File: src/rtl/sc_decode_pkg.sv
// Shared types and helpers for the stochastic-to-binary decode path.
package sc_decode_pkg;

  typedef enum logic [1:0] {
    IDLE = 2'd0,
    ACC  = 2'd1,
    DONE = 2'd2
  } dec_state_t;

  // Window length in valid beats for a given bitstream resolution.
  function automatic int unsigned win_len(input int unsigned rwid);
    return 32'd1 << rwid;
  endfunction

  // Counter width: one extra bit so a full all-ones window (2^rwid) fits.
  function automatic int unsigned cnt_width(input int unsigned rwid);
    return rwid + 32'd1;
  endfunction

endpackage

File: src/rtl/bitstream_lane_counter.sv
// Single-lane ones counter with synchronous clear and increment enable.
module bitstream_lane_counter
  import sc_decode_pkg::*;
#(
  parameter int RWID = 8
) (
  input  logic                          clk,
  input  logic                          rst,
  input  logic                          clr,
  input  logic                          en,
  input  logic                          bit_in,
  output logic [cnt_width(RWID)-1:0]    cnt
);

  localparam int CW = cnt_width(RWID);

  always_ff @(posedge clk) begin
    if (rst || clr) begin
      cnt <= '0;
    end else if (en) begin
      cnt <= cnt + {{(CW-1){1'b0}}, bit_in};
    end
  end

endmodule

File: src/rtl/bitstream_to_binary_array.sv
// Counts ones per lane over a 2^RWID valid-beat window and presents the counts
// with a valid/ready handshake.
module bitstream_to_binary_array
  import sc_decode_pkg::*;
#(
  parameter  int RWID  = 8,
  parameter  int BDIM  = 4,
  parameter  int SDIM  = 8,
  localparam int TDIM  = (BDIM < 1) ? 1 : BDIM,
  localparam int NLANE = TDIM * SDIM
) (
  input  logic             clk,
  input  logic             rst,
  input  logic             start,
  input  logic             inValid,
  input  logic [NLANE-1:0] inBit,
  input  logic             outReady,
  output logic             busy,
  output logic             outValid,
  output logic [RWID:0]    outCnt [NLANE],
  output logic [RWID:0]    beatCnt
);

  localparam logic [RWID:0] LAST_BEAT = (RWID+1)'(win_len(RWID) - 32'd1);

  dec_state_t state_q, state_d;
  logic       clr;
  logic       en;

  always_ff @(posedge clk) begin
    if (rst) begin
      state_q <= IDLE;
    end else begin
      state_q <= state_d;
    end
  end

  // start always wins over a coincident beat; in DONE it only acts with the handshake.
  always_comb begin
    state_d = state_q;
    clr     = 1'b0;
    en      = 1'b0;
    case (state_q)
      IDLE: begin
        if (start) begin
          clr     = 1'b1;
          state_d = ACC;
        end
      end
      ACC: begin
        if (start) begin
          clr = 1'b1;
        end else if (inValid) begin
          en = 1'b1;
          if (beatCnt == LAST_BEAT) begin
            state_d = DONE;
          end
        end
      end
      DONE: begin
        if (outReady) begin
          if (start) begin
            clr     = 1'b1;
            state_d = ACC;
          end else begin
            state_d = IDLE;
          end
        end
      end
      default: state_d = IDLE;
    endcase
  end

  assign busy     = (state_q == ACC);
  assign outValid = (state_q == DONE);

  always_ff @(posedge clk) begin
    if (rst || clr) begin
      beatCnt <= '0;
    end else if (en) begin
      beatCnt <= beatCnt + 1'b1;
    end
  end

  for (genvar gi = 0; gi < TDIM; gi++) begin : g_group
    for (genvar gj = 0; gj < SDIM; gj++) begin : g_lane
      bitstream_lane_counter #(
        .RWID (RWID)
      ) u_lane (
        .clk    (clk),
        .rst    (rst),
        .clr    (clr),
        .en     (en),
        .bit_in (inBit[gi*SDIM+gj]),
        .cnt    (outCnt[gi*SDIM+gj])
      );
    end
  end

endmodule

File: config.mk
export PLATFORM = sky130hd
export DESIGN_NAME = bitstream_to_binary_array
export DESIGN_NICKNAME = d
export VERILOG_FILES = /design/src/rtl/sc_decode_pkg.sv /design/src/rtl/bitstream_lane_counter.sv /design/src/rtl/bitstream_to_binary_array.sv
export SDC_FILE = /design/constraint.sdc
export NUM_CORES = 1
export LEC_CHECK = 0
export ABC_AREA = 1
export BUFFER_PORTS_ARGS = -buffer_cell sky130_fd_sc_hd__buf_4
export CORE_MARGIN = 2
export CORE_UTILIZATION = 55
export DETAILED_ROUTE_END_ITERATION = 16
export PLACE_DENSITY = 0.81
export SLEW_MARGIN = 10
export SYNTH_ARGS = -nofsm -noshare
export SYNTH_HDL_FRONTEND = slang
export SYNTH_SLANG_ARGS = --single-unit
File: constraint.sdc
create_clock -name clk -period 2.3 [get_ports clk]
set_clock_uncertainty 0.2 [all_clocks]
set_input_delay 0 -clock clk [delete_from_list [all_inputs] [get_ports clk]]
set_output_delay 0 -clock clk [all_outputs]
set_load 0.005 [all_outputs]
==> results by group <==
Run status
  – Status: complete, no violations

STA
  – Unrepaired setup endpoints after global routing: false
  – Tcrit/Tclk final: 94.7%
  – Least-Margin Pin Slew: a little over 0.4 ns
  – Final Hold Viols: 0
  – Setup-failing EPs final: 0
  – Maximum clock rate: roughly 0.46 GHz
  – Max-slew violation count: 0
  – Max_slew headroom: between 70% and 80%
  – Setup_tns: 0 ns
  – Worst hold slack: around 0.12 ns
  – Min cycle time layout: 2.18 ns

Power and ir drop
  – VDD IR max: around 0.45 mV
  – PwrDens: around 560 nW/um^2
  – Leak: 0.00780 uW

Drt
  – First DRT Iteration DRCs: between 900 and 1,000
  – Vias: around 16,000
  – Post-Route WL: between 40 and 50 mm
  – Vias per inst: 5.06
  – Detailed Routing Iterations Pass 1: 5
  – Drt drc: 0
  – Routed Antenna Nets: 0
  – Wire per inst: between 10 and 15 um

Global route
  – Gr ovfl total: 0
  – Vias in the first global route: ~15,000
  – Tot GR Track Use: 27.5%
  – Largest net degree at the start of global routing: between 80 and 90
  – Initial antenna violation count: 0
  – First-pass GRT wire length: approximately 68 mm

Clocking
  – Number of CTS-inserted buffers: 35
  – Clk buf depth: 3
  – Clk Latency, worst-skew pair: around 0.50 ns
  – # Post-CTS Setup Buffers: 0
  – CTS Sinks: approximately 300
  – Root Driver: clkbuf_16
  – Max H-tree Level: 2
  – CTS tree: done
  – Worst-path clk slew: roughly 0.06 ns

Die
  – Std cell rows: 61
  – Chip height: roughly 170 um
  – Area of the core: roughly 28,000 um^2
  – Die Area: between 20,000 and 30,000 um^2
  – Initial core utilization: 56.0%
  – Chip Width: 172 um
  – I/O pin count: 336

Synth
  – Post-Syn Nets: between 2,000 and 3,000
  – Synthesized instance count: between 2,000 and 2,500
  – Cell Area, Synth: about 16,000 um^2
  – Synthesized area per cell: approximately 6.4 um^2
  – Synth warnings: 0
  – Seq cells post-synth: about 300
  – Register area share after synthesis: slightly below 40%
  – Yosys cell types: 26

Placed design
  – Detail Placement HPWL: 28.4 mm
  – GP Congestion: about 0.83
  – DP Area: roughly 18,000 um^2
  – Placed cells: between 3,000 and 4,000
  – IO buf count: ~340

Final layout
  – NumNets Final: 2,900
  – Post-route cell area: between 20,000 and 25,000 um^2
  – Share of cells above drive strength 1: around 16%
  – ANT cells: 0
  – Layout area overhead: 29.3%
  – Core Util, Final: slightly above 70%
  – Non-filler cells, final: roughly 3,200

Worst setup path
  – Crit path max fanout: 69
  – Crit. End Element: register
  – Worst Path Arrival: 2.41 ns
  – Critical Path Start Type: register
  – Setup CP Type: register to register
  – Worst Path Required: 2.53 ns

Min path
  – HP Class: input port to register

Run
  – MaxCap Viol Count: 0
[cell usage in the layout (no fill, tap or decap), types with 2 or more instances in the layout]
master and count:
a21oi_1 157, a31oi_1 3, buf_12 10, buf_4 345, bufinv_16 2, clkbuf_1 5, clkbuf_16 37, clkbuf_8 10
clkinv_2 5, dfxtp_1 298, dlygate4sd3_1 53, ha_1 66, inv_1 336, inv_2 3, nand2_1 825, nand3_1 89
nand4_1 9, nor2_1 326, nor2_2 25, nor2_4 3, nor3_1 107, nor3b_1 17, o21ai_0 42, o21bai_1 38
[cell type report]
cell class / count / area (um^2)
multi-input cells: 1713 / 7870
fillers: 2250 / 7680
flip-flops and latches: 299 / 5990
repair buffers: 408 / 3320
inverters: 340 / 1280
clock buffers: 52 / 1080
well taps: 378 / 473
clock inverters: 7 / 91.3
[flip-flops by register name (all words and copies together), names as in the netlist]
| signal | count |
|---|---|
| state_q | 2 |
| beatCnt | 9 |
| g_group.g_lane.u_lane.cnt | 288 |
[Yosys cell counts]
| library cell | n | area share (%) |
|---|---|---|
| a31oi_1 | 3 | 0.12 |
| buf_4 | 17 | 0.82 |
| nand3_1 | 89 | 2.9 |
| a211oi_1 | 1 | 0.048 |
| o21bai_1 | 38 | 1.8 |
| nor3_1 | 107 | 3.4 |
| o21ai_0 | 42 | 1.4 |
| nor2_1 | 328 | 7.9 |
| clkbuf_1 | 16 | 0.39 |
| and3_1 | 1 | 0.040 |
| buf_2 | 39 | 1.3 |
| nand4_1 | 9 | 0.36 |
| or2_0 | 1 | 0.040 |
| nand2_4 | 1 | 0.072 |
| nand2_1 | 825 | 20 |
| a21oi_1 | 157 | 5.1 |
| nor2_4 | 1 | 0.072 |
| o21ai_2 | 1 | 0.056 |
| inv_1 | 336 | 8.1 |
| inv_2 | 4 | 0.097 |
| nor3b_1 | 17 | 0.82 |
| xor2_1 | 1 | 0.056 |
| nor2_2 | 25 | 1.0 |
| dfxtp_1 | 299 | 38 |
| buf_6 | 6 | 0.43 |
| ha_1 | 66 | 5.3 |
[through the flow]
step | worst slack [ns] | power [uW]
3_5_place_dp | 0.446 | 5680
2_1_floorplan | 0.576 | 5540
6_report | 0.121 | 11300
4_1_cts | 0.0653 | 11400
3_3_place_gp | 0.506 | 5670
5_1_grt | 0.0253 | 11600
[critical path: stages, from the launching register on]
cell and delay, ns:
dfxtp_1 0.35, inv_2 0.06, nand2_1 0.07, nor2_4 0.22, buf_12 0.31, nand2_1 0.11
dlygate4sd3_1 0.58, a21oi_1 0.15
[timing repair]
action | CTS | global route
resized for setup | 0 | 3
endpoints found under the setup margin | 0 | 1
hold buffers | 53 | 0
endpoints found under the hold margin | 132 | 0
[worst paths after layout]
check                                     startpoint                            endpoint  slack [ns]  cells after the start
hold reg to reg   g_group[0].g_lane[0].u_lane.cnt[0]  g_group[0].g_lane[0].u_lane.cnt[0]        0.28                      2
setup / recovery                          state_q[1]  g_group[2].g_lane[6].u_lane.cnt[0]        0.12                      7
setup reg to reg                          state_q[1]  g_group[2].g_lane[6].u_lane.cnt[0]        0.12                      7
hold / removal                                   rst                          state_q[0]        0.12                      3
[layer usage]
metal | track usage (%) | part of all wire (%) | up-vias | routed length (um)
li1 | - | - | 8254 | -
met1 | 31.9 | 41 | 7350 | 17200
met2 | 48.8 | 48 | 464 | 20400
met4 | 11.2 | 3.9 | 0 | 1640
met3 | 6.66 | 7.4 | 112 | 3120
met5 | 0 | 0 | - | 0
[report_power, final]
group / leakage [uW] / total (uW) / internal (uW) / switching [uW]
combinational: 0.00480 / 440 / 175 / 265
sequential: 0.00241 / 5190 / 5190 / 6.21
clock: 0.000584 / 5650 / 3470 / 2180
[kinds of logic after synthesis]
logic type                 Yosys count  share of synthesized area (%)
buffers and inverters              418                           11.1
DFF                                299                           38.5
AOI/OAI and AO/OA                  242                           8.47
and+or+nand+nor                   1404                           36.6
adders and majority gates           66                           5.31
xor gates and xnor gates             1                         0.0563
(Power assumes the default switching activity.)
